===== config.mk =====
export PLATFORM = sky130hd
export DESIGN_NAME = pipe_skid_reg_flat
export DESIGN_NICKNAME = d
export VERILOG_FILES = /design/src/rtl/pipe_skid_if.sv /design/src/rtl/pipe_skid_reg.sv /design/src/flat_wrapper.sv
export SDC_FILE = /design/constraint.sdc
export NUM_CORES = 1
export LEC_CHECK = 0
export ABC_AREA = 1
export BUFFER_PORTS_ARGS = -buffer_cell sky130_fd_sc_hd__buf_4
export CORE_UTILIZATION = 39
export DETAILED_ROUTE_END_ITERATION = 7
export SYNTH_ARGS = -nofsm -noshare
export SYNTH_HDL_FRONTEND = slang
export SYNTH_SLANG_ARGS = --single-unit
export TNS_END_PERCENT = 5

===== constraint.sdc =====
create_clock -name clk -period 3.81 [get_ports clk]
set_clock_uncertainty 0.2 [all_clocks]
set_input_delay 0.381 -clock clk [delete_from_list [all_inputs] [get_ports clk]]
set_output_delay 0.381 -clock clk [all_outputs]
set_load 0.03 [all_outputs]

===== src/rtl/pipe_skid_if.sv =====
// rtl/pipe_skid_if.sv - valid/ready stream carrying an instruction, its pc and pc increment
interface pipe_skid_if #(
    parameter int XLEN = 32,
    parameter int ILEN = 32
) ();
    logic            valid;
    logic            ready;
    logic [ILEN-1:0] instr;
    logic [XLEN-1:0] pc;
    logic [XLEN-1:0] pcinc;

    modport master (output valid, output instr, output pc, output pcinc, input ready);
    modport slave  (input valid, input instr, input pc, input pcinc, output ready);
endinterface


===== src/rtl/pipe_skid_reg.sv =====
// rtl/pipe_skid_reg.sv - two-entry pipeline skid register with flush and registered in_ready
module pipe_skid_reg #(
    parameter int              XLEN      = 32,
    parameter int              ILEN      = 32,
    parameter logic [ILEN-1:0] NOP_INSTR = 32'h00000013
) (
    input  logic         clk,
    input  logic         rst_n,
    input  logic         flush,
    pipe_skid_if.slave   in_if,
    pipe_skid_if.master  out_if,
    output logic [1:0]   occupancy
);
    typedef enum logic [1:0] {
        EMPTY = 2'd0,
        ONE   = 2'd1,
        TWO   = 2'd2
    } state_t;

    state_t          state;
    logic [ILEN-1:0] main_instr, skid_instr;
    logic [XLEN-1:0] main_pc, skid_pc;
    logic [XLEN-1:0] main_pcinc, skid_pcinc;
    logic            in_xfer, out_xfer;

    // Handshake decodes come from state only, so out_ready never reaches in_ready.
    assign in_if.ready   = (state != TWO);
    assign out_if.valid  = (state != EMPTY);
    assign occupancy     = state;
    assign in_xfer       = in_if.valid && in_if.ready;
    assign out_xfer      = out_if.valid && out_if.ready;

    assign out_if.instr  = out_if.valid ? main_instr : NOP_INSTR;
    assign out_if.pc     = out_if.valid ? main_pc    : '0;
    assign out_if.pcinc  = out_if.valid ? main_pcinc : '0;

    always_ff @(posedge clk or negedge rst_n) begin
        if (!rst_n) begin
            state      <= EMPTY;
            main_instr <= NOP_INSTR;
            main_pc    <= '0;
            main_pcinc <= '0;
            skid_instr <= NOP_INSTR;
            skid_pc    <= '0;
            skid_pcinc <= '0;
        end else if (flush) begin
            state <= EMPTY;
        end else begin
            case (state)
                EMPTY: begin
                    if (in_xfer) begin
                        main_instr <= in_if.instr;
                        main_pc    <= in_if.pc;
                        main_pcinc <= in_if.pcinc;
                        state      <= ONE;
                    end
                end
                ONE: begin
                    if (in_xfer && out_xfer) begin
                        main_instr <= in_if.instr;
                        main_pc    <= in_if.pc;
                        main_pcinc <= in_if.pcinc;
                    end else if (in_xfer) begin
                        skid_instr <= in_if.instr;
                        skid_pc    <= in_if.pc;
                        skid_pcinc <= in_if.pcinc;
                        state      <= TWO;
                    end else if (out_xfer) begin
                        state <= EMPTY;
                    end
                end
                TWO: begin
                    if (out_xfer) begin
                        main_instr <= skid_instr;
                        main_pc    <= skid_pc;
                        main_pcinc <= skid_pcinc;
                        state      <= ONE;
                    end
                end
                default: state <= EMPTY;
            endcase
        end
    end
endmodule


===== src/flat_wrapper.sv =====
// flat-port wrapper written by rule: the top's interface ports become plain ports
module pipe_skid_reg_flat 
#(
    parameter int              XLEN      = 32,
    parameter int              ILEN      = 32,
    parameter logic [ILEN-1:0] NOP_INSTR = 32'h00000013
)
  (clk, rst_n, flush, occupancy, in_if_valid, in_if_instr, in_if_pc, in_if_pcinc, in_if_ready, out_if_valid, out_if_instr, out_if_pc, out_if_pcinc, out_if_ready);
  pipe_skid_if #(.XLEN(XLEN), .ILEN(ILEN)) in_if_i ();
  pipe_skid_if #(.XLEN(XLEN), .ILEN(ILEN)) out_if_i ();
  input  logic clk;
  input  logic rst_n;
  input  logic flush;
  output logic [1:0] occupancy;
  input wire logic [$bits(in_if_i.valid)-1:0] in_if_valid;
  input wire logic [$bits(in_if_i.instr)-1:0] in_if_instr;
  input wire logic [$bits(in_if_i.pc)-1:0] in_if_pc;
  input wire logic [$bits(in_if_i.pcinc)-1:0] in_if_pcinc;
  output wire logic [$bits(in_if_i.ready)-1:0] in_if_ready;
  output wire logic [$bits(out_if_i.valid)-1:0] out_if_valid;
  output wire logic [$bits(out_if_i.instr)-1:0] out_if_instr;
  output wire logic [$bits(out_if_i.pc)-1:0] out_if_pc;
  output wire logic [$bits(out_if_i.pcinc)-1:0] out_if_pcinc;
  input wire logic [$bits(out_if_i.ready)-1:0] out_if_ready;
  assign in_if_i.valid = in_if_valid;
  assign in_if_i.instr = in_if_instr;
  assign in_if_i.pc = in_if_pc;
  assign in_if_i.pcinc = in_if_pcinc;
  assign in_if_ready = in_if_i.ready;
  assign out_if_valid = out_if_i.valid;
  assign out_if_instr = out_if_i.instr;
  assign out_if_pc = out_if_i.pc;
  assign out_if_pcinc = out_if_i.pcinc;
  assign out_if_i.ready = out_if_ready;
  pipe_skid_reg #(.XLEN(XLEN), .ILEN(ILEN), .NOP_INSTR(NOP_INSTR)) u_core (.clk(clk), .rst_n(rst_n), .flush(flush), .in_if(in_if_i), .out_if(out_if_i), .occupancy(occupancy));
endmodule

* Word level (Yosys, flattened, before mapping)
Cells that the tools add are included.
** Cells by class
- Mux-type cells :: 22
- Reductions and logical operators :: 9
- Bitwise logic cells :: 2
- Equal/unequal tests :: 10
** Operators with widths (number)
- 32-bit 2-to-1 mux :: 12
- 32-bit one-hot mux with 3 select lines :: 3
- 2-bit 2-to-1 mux :: 6
- 4-bit AND reduction :: 2
- 2-bit by 1-bit inequality test with 1-bit output (second input constant) :: 3
- 3-bit by 2-bit inequality test with 1-bit output (second input constant) :: 2
- 2-bit one-hot mux with 3 select lines :: 1
- 5-bit AND reduction :: 1
- 4-bit by 2-bit inequality test with 1-bit output (second input constant) :: 1
- 1-bit logical AND :: 3
- 3-bit inequality test (second input constant) :: 1
- 3-bit nonzero test :: 1
- 2-bit by 1-bit == test with 1-bit output (second input constant) :: 1
- 2-bit == test (second input constant) :: 1
- 2-bit zero test :: 1
- 2-bit inequality test (second input constant) :: 1
- 1-bit NOT :: 2
- 2-bit nonzero test :: 1
** Storage, ports and cells
- Flip-flop bits (word level) :: 194
- Bits of input ports :: 101
- Word-level logic and storage cells :: 50
- Output and inout bits :: 100

* Longest topological paths before layout
Gate-level depths: netlist of run 1.
- Word-level depth :: 7
- Mapped depth :: 9
- Depth with buffers taken out :: 7

* Least setup slack after synthesis of run 1
Ideal clock, no wire load.
- Kind :: register to output
- From :: register u_core.state[0], in the netlist u_core.occupancy[0]
- To :: output port out_if_instr[2]
- Cell stages (with the launch flop) :: 5
- Path slack :: 1.701 ns
- Buffers on the path :: 2
- Required time :: 3.229 ns
- Arrival :: 1.528 ns
- Path through :: dfrtp_1 > nor2_2 > clkbuf_1 > clkbuf_1 > nor2_1
** On the way
- Cells in the longest elaborated chain, start to end :: 2
** Ends and longest elaborated chain
- from (decl) :: RTL line pipe_skid_reg.sv:20 : state_t state;
- from (signal assigned) :: RTL line pipe_skid_reg.sv:39 : state <= EMPTY;
- from (signal assigned) :: RTL line pipe_skid_reg.sv:47 : state <= EMPTY;
- from (signal assigned) :: RTL line pipe_skid_reg.sv:55 : state <= ONE;
- 2-bit nonzero test :: RTL line pipe_skid_reg.sv:28 : assign out_if.valid = (state != EMPTY);
- 32-bit 2-to-1 mux :: RTL line pipe_skid_reg.sv:33 : assign out_if.instr = out_if.valid ? main_instr : NOP_INSTR;
- to (decl) :: RTL line flat_wrapper.sv:21 : output wire logic [$bits(out_if_i.instr)-1:0] out_if_instr;
Every way passes these cells.

* Final worst setup path of run 1
- From :: register u_core.state[0], in the netlist u_core.occupancy[0]
- To :: output port out_if_pc[30]
** On the way
- Cells in the longest elaborated chain, start to end :: 2
** Ends and longest elaborated chain
- 2-bit nonzero test :: RTL line pipe_skid_reg.sv:28
- 32-bit 2-to-1 mux :: RTL line pipe_skid_reg.sv:34 : assign out_if.pc = out_if.valid ? main_pc : '0;
- to (decl) :: RTL line flat_wrapper.sv:22 : output wire logic [$bits(out_if_i.pc)-1:0] out_if_pc;
Every way passes these cells.

==> impl_metrics.env, run 1 <==
export IMPL_fin_tns_setup_ns=0
export IMPL_fin_util_pct=49.6
export IMPL_p_leak_nw=6.28
export IMPL_crit_type="reg -> out"
export IMPL_crit_chain="nor2_4 > buf_4 > nor2_1 > buf_4"
export IMPL_syn_inst=1263
export IMPL_synth_edff_count=0
export IMPL_max_cap_viol_count=0
export IMPL_hold_viol_final=0
export IMPL_synth_area_leader_cell="dfrtp_1"
export IMPL_ys_async_sr_fraction_pct=100
export IMPL_drtIter0Drc=453
export IMPL_clkSlewWorstSetupHoldPaths_ns=0.07
export IMPL_grt_start_max_net_pins=194
export IMPL_setup_viol=0
export IMPL_cp_num_buf_inv=2
export IMPL_cp_top_family="buffers and inverters"
export IMPL_grt_pass1_wl_mm=37.6
export IMPL_crit_fanout=96
export IMPL_place_congestion=0.775
export IMPL_fp_dieArea_mm2=0.0246
export IMPL_via_per_inst=4.63
export IMPL_antenna_left=0
export IMPL_ios=201
export IMPL_synth_seq_cells=194
export IMPL_grt_pass1_vias=7396
export IMPL_crit_path_frequent_cell="buf_4"
export IMPL_hpwl_mm=13.9
export IMPL_hold_ws_ns=0.0165
export IMPL_syn_num_nets=1364
export IMPL_cts_tree="done"
export IMPL_rsz0062_at_grt="no"
export IMPL_die_y_um=157
export IMPL_pre_cts_slack_ns=1.15
export IMPL_cts_resized=0
export IMPL_synth_top_area_share_pct=50.4
export IMPL_drc=0
export IMPL_worstMarginPinSlew_ns=1.14
export IMPL_numCtsBuffers=17
export IMPL_clk_latency_ns=0.43
export IMPL_drive_gt1_share_pct=17.9
export IMPL_synth_area_per_cell_um2=7.39
export IMPL_slowest_stage="buf_4"
export IMPL_fp_dieW_um=157
export IMPL_synth_cell_type_count=21
export IMPL_ctsHtreeMaxLevel=4
export IMPL_cp_required_ns=3.23
export IMPL_relSlewSlack_pct=24.3
export IMPL_final_nets=1517
export IMPL_rows=56
export IMPL_min_period_ns=2.85
export IMPL_antenna_found_initial=0
export IMPL_diodes=0
export IMPL_grt_overflow=0
export IMPL_cts_root_buf="clkbuf_16"
export IMPL_yosys_top_cells_area="dfrtp_1, nand2_1, o21ai_0"
export IMPL_initial_core_util_pct=39.8
export IMPL_endpoint_kind="output pin"
export IMPL_outcome="finished, final reports clean"
export IMPL_fillers=2369
export IMPL_setup_ws_ns=0.959
export IMPL_peakVddDrop_uv=324
export IMPL_stdcell_area_mm2=0.0116
export IMPL_instances_no_fill=1748
export IMPL_routedWlPerCell_um=13.0
export IMPL_synth_common_cells="nand2_1, inv_1, dfrtp_1, o21ai_0, nand3_1"
export IMPL_firstDrtPassIters=5
export IMPL_wirelength_mm=22.8
export IMPL_p_per_area_mw_per_mm2=570
export IMPL_ys_flop_type="dfrtp_1"
export IMPL_placed_area_mm2=0.0110
export IMPL_dp_cells=1708
export IMPL_critPathLaunchType="flop"
export IMPL_synth_warning_count=0
export IMPL_min_period_over_period_pct=74.8
export IMPL_cts_buffer_depth=2
export IMPL_grt_usage_pct=19.3
export IMPL_power_total_mw=6.64
export IMPL_yosysMostFrequentCell="nand2_1"
export IMPL_ys_seq_area_share_pct=52.1
export IMPL_finalMaxSlewViolations=0
export IMPL_syn2layout_area_growth_pct=24.7
export IMPL_core_area_mm2=0.0235
export IMPL_cp_arrival_ns=2.27
export IMPL_hold_path_class="in -> reg"
export IMPL_r2r_slack_ns=1.15
export IMPL_synthesis_area_mm2=0.00934
export IMPL_dr_total_vias=8090
export IMPL_timing_fmax_mhz=351
export IMPL_max_stage_delay_ns=0.78
export IMPL_port_buffers=200
export IMPL_cts_sinks=194
-- layout by cell type (no fill, tap or decap), types with 8 or more instances in the layout --
master           n
dlygate4sd3_1    8
o21ai_0        183
clkbuf_16       17
nor2_1          95
dfrtp_1        188
buf_4          203
inv_1          192
nand3_1         96
nand2_1        395
o21ai_1         10
-- layout make-up --
cell class	instances	area [um2]	share of cell area (%)
flip-flops and latches	194	4860	41.8
clock inverters	13	116	1.00
inverters	196	738	6.34
multi-input cells	791	3380	29.1
clock buffers	19	443	3.81
repair buffers	216	1700	14.6
well taps	319	399	3.43
-- metal layers --
metal | global-route usage, % | up-vias | wire length, um
met4 | 5.00 | 0 | 225
met2 | 30.1 | 203 | 10200
met5 | 0 | - | 0
li1 | - | 4154 | -
met3 | 2.99 | 19 | 1010
met1 | 27.9 | 3714 | 11300
-- worst reg2reg max path, stage by stage (launching register included) --
cell	delay, ns
dfrtp_1	0.48
inv_2	0.07
a21oi_1	0.18
nand2_1	0.14
nand2_4	0.41
nand2_4	0.73
nand2_1	0.28
nand2_1	0.07
-- sequential cells by signal, summed over array words and instances, names as in the netlist --
signal             cells
u_core.main_pc        32
u_core.main_pcinc     32
u_core.skid_instr     32
u_core.skid_pcinc     32
u_core.main_instr     32
u_core.skid_pc        32
u_core.occupancy       2
-- logic make-up after synthesis --
family | count (synthesis) | share of synthesized area [%]
DFF | 194 | 52.1
buffers and inverters | 278 | 11.9
and+or+nand+nor | 595 | 25.5
AOI/OAI and AO/OA | 196 | 10.5
-- what timing repair did --
action | in CTS | in global routing
endpoints found under the hold margin | 98 | 0
buffers inserted | 0 | 0
hold buffers | 8 | 0
-- final timing paths --
kind | start | end | depth (start not counted)
max in group asynchronous | rst_n | u_core.main_instr[20] | 3
hold / removal | in_if_pcinc[13] | u_core.skid_pcinc[13] | 3
setup / recovery | u_core.occupancy[0] | out_if_pc[30] | 4
setup reg to reg | u_core.occupancy[0] | u_core.main_instr[27] | 7
min in group asynchronous | rst_n | u_core.main_pcinc[8] | 2
hold reg to reg | u_core.main_instr[1] | u_core.main_instr[1] | 2
-- power by group --
part	internal (mW)	switching (mW)	leakage, nW
clock network	0.879	0.842	0.275
registers	2.75	0.364	2.42
logic	0.670	1.14	3.59
total	4.30	2.34	6.28
No activity file was read; power rests on OpenSTA's default activity.
==> run 2: changes to the inputs <==
Clock period 3.81 ns to 2.4 ns, I/O delays scaled along.
==> impl_metrics.env, run 2 (synthesis gave the netlist of run 1 again) <==
export IMPL_placed_area_mm2=0.0111
export IMPL_cts_tree="done"
export IMPL_port_buffers=200
export IMPL_cts_sinks=194
export IMPL_grt_start_max_net_pins=109
export IMPL_grt_overflow=0
export IMPL_hold_path_class="in -> reg"
export IMPL_endpoint_kind="output pin"
export IMPL_r2r_slack_ns=0.41
export IMPL_cts_root_buf="clkbuf_16"
export IMPL_crit_fanout=96
export IMPL_worstReg2RegStart="u_core.occupancy[0]"
export IMPL_power_total_mw=11.1
export IMPL_pre_cts_slack_ns=0.396
export IMPL_grt_pass1_vias=7932
export IMPL_cp_required_ns=1.96
export IMPL_cp_arrival_ns=1.82
export IMPL_min_path_cells=6
export IMPL_initial_core_util_pct=39.8
export IMPL_stdcell_area_mm2=0.0127
export IMPL_core_area_mm2=0.0235
export IMPL_routedWlPerCell_um=13.0
export IMPL_drc=0
export IMPL_diodes=0
export IMPL_setup_ws_ns=0.139
export IMPL_finalMaxSlewViolations=0
export IMPL_p_leak_nw=6.76
export IMPL_clkSlewWorstSetupHoldPaths_ns=0.06
export IMPL_hold_buffers=98
export IMPL_ctsHtreeMaxLevel=4
export IMPL_antenna_found_initial=0
export IMPL_final_common_cell="nand2_1"
export IMPL_min_to="u_core.occupancy[0]"
export IMPL_grt_pass1_wl_mm=39.9
export IMPL_outcome="finished, final reports clean"
export IMPL_fp_dieW_um=157
export IMPL_die_y_um=157
export IMPL_hpwl_mm=14.7
export IMPL_worstHoldStart="in_if_valid"
export IMPL_via_per_inst=4.60
export IMPL_clk_latency_ns=0.43
export IMPL_rr_worst_depth=8
export IMPL_antenna_left=0
export IMPL_min_period_over_period_pct=94.2
export IMPL_critPathLaunchType="flop"
export IMPL_fin_tns_setup_ns=0
export IMPL_crit_type="reg -> out"
export IMPL_firstDrtPassIters=5
export IMPL_setup_viol=0
export IMPL_rsz0062_at_grt="no"
export IMPL_grt_usage_pct=20.5
export IMPL_max_cap_viol_count=0
export IMPL_min_period_ns=2.26
export IMPL_cts_resized=0
export IMPL_worstMarginPinSlew_ns=0.523
export IMPL_dr_total_vias=8481
export IMPL_cts_setup_buffers=0
export IMPL_ios=201
export IMPL_r2r_end="u_core.main_pcinc[20]"
export IMPL_cts_buffer_depth=2
export IMPL_final_cell_mix="nand2_1, buf_4, inv_1"
export IMPL_hold_viol_final=0
export IMPL_wirelength_mm=24.1
export IMPL_place_congestion=0.817
export IMPL_peakVddDrop_uv=439
export IMPL_final_nets=1615
export IMPL_rows=56
export IMPL_timing_fmax_mhz=442
export IMPL_fp_dieArea_mm2=0.0246
export IMPL_drtIter0Drc=568
export IMPL_syn2layout_area_growth_pct=36.6
export IMPL_numCtsBuffers=17
export IMPL_p_per_area_mw_per_mm2=868
export IMPL_relSlewSlack_pct=65.2
export IMPL_drive_gt1_share_pct=17.3
-- run 2: cell count changes in the layout (fill, tap and decap cells not counted), sizes merged --
cell,change
buf,+8
dlygate4sd3,+90
clkbuf,-1
bufinv,+4
clkinv,-3
inv,-1
-- run 2: power by group --
group / switching (mW) / leakage (nW) / internal [mW]
registers: 0.587 / 2.42 / 4.36
clock network: 1.28 / 0.310 / 1.79
logic: 1.85 / 4.04 / 1.20
total: 3.72 / 6.76 / 7.35
-- run 2: critical path: stages, from the launching register on --
cell	delay, ns
dfrtp_1	0.47
nor2_4	0.18
buf_12	0.40
nor2_1	0.14
buf_4	0.20
-- run 2: stage by stage --
| step | cells | util (%) | hold WS [ns] |
|---|---|---|---|
| detailed placement | 1716 | 47.4 | 0.0479 |
| CTS | 1845 | 54.3 | 0.00811 |
| global route | 1845 | 54.3 | 0.0645 |
| floorplan | 1263 | - | -0.256 |
| finish | 1845 | 54.3 | 0.0243 |
| global placement | 1716 | 47.4 | 0.0460 |
-- run 2: worst max-delay path by stage --
stage / slack (ns) / from / to
after floorplan: 0.38 / u_core.occupancy[0] / u_core.main_instr[24]
after global placement: 0.47 / u_core.occupancy[0] / u_core.main_pc[13]
after detailed placement: 0.40 / u_core.occupancy[0] / u_core.main_pc[13]
after CTS: 0.1 / u_core.occupancy[0] / out_if_pc[0]
after global routing: 0.03 / u_core.occupancy[0] / out_if_pcinc[31]
final: 0.14 / u_core.occupancy[0] / out_if_pc[0]
-- run 2: layout make-up --
class,count,area [um2]
inverter,196,738
fill,2259,10700
sequential,194,4860
clock buffer,18,439
timing repair buffer,314,2730
clock inverter,13,196
multi-input combinational,791,3380
tap,319,399
-- run 2: routing by layer --
layer | vias to the layer above | wire [um] | track usage [%]
met5 | - | 0 | 0
met4 | 0 | 263 | 5.51
met3 | 18 | 1030 | 3.16
met2 | 211 | 11300 | 33.9
met1 | 3909 | 11500 | 28.0
li1 | 4343 | - | -
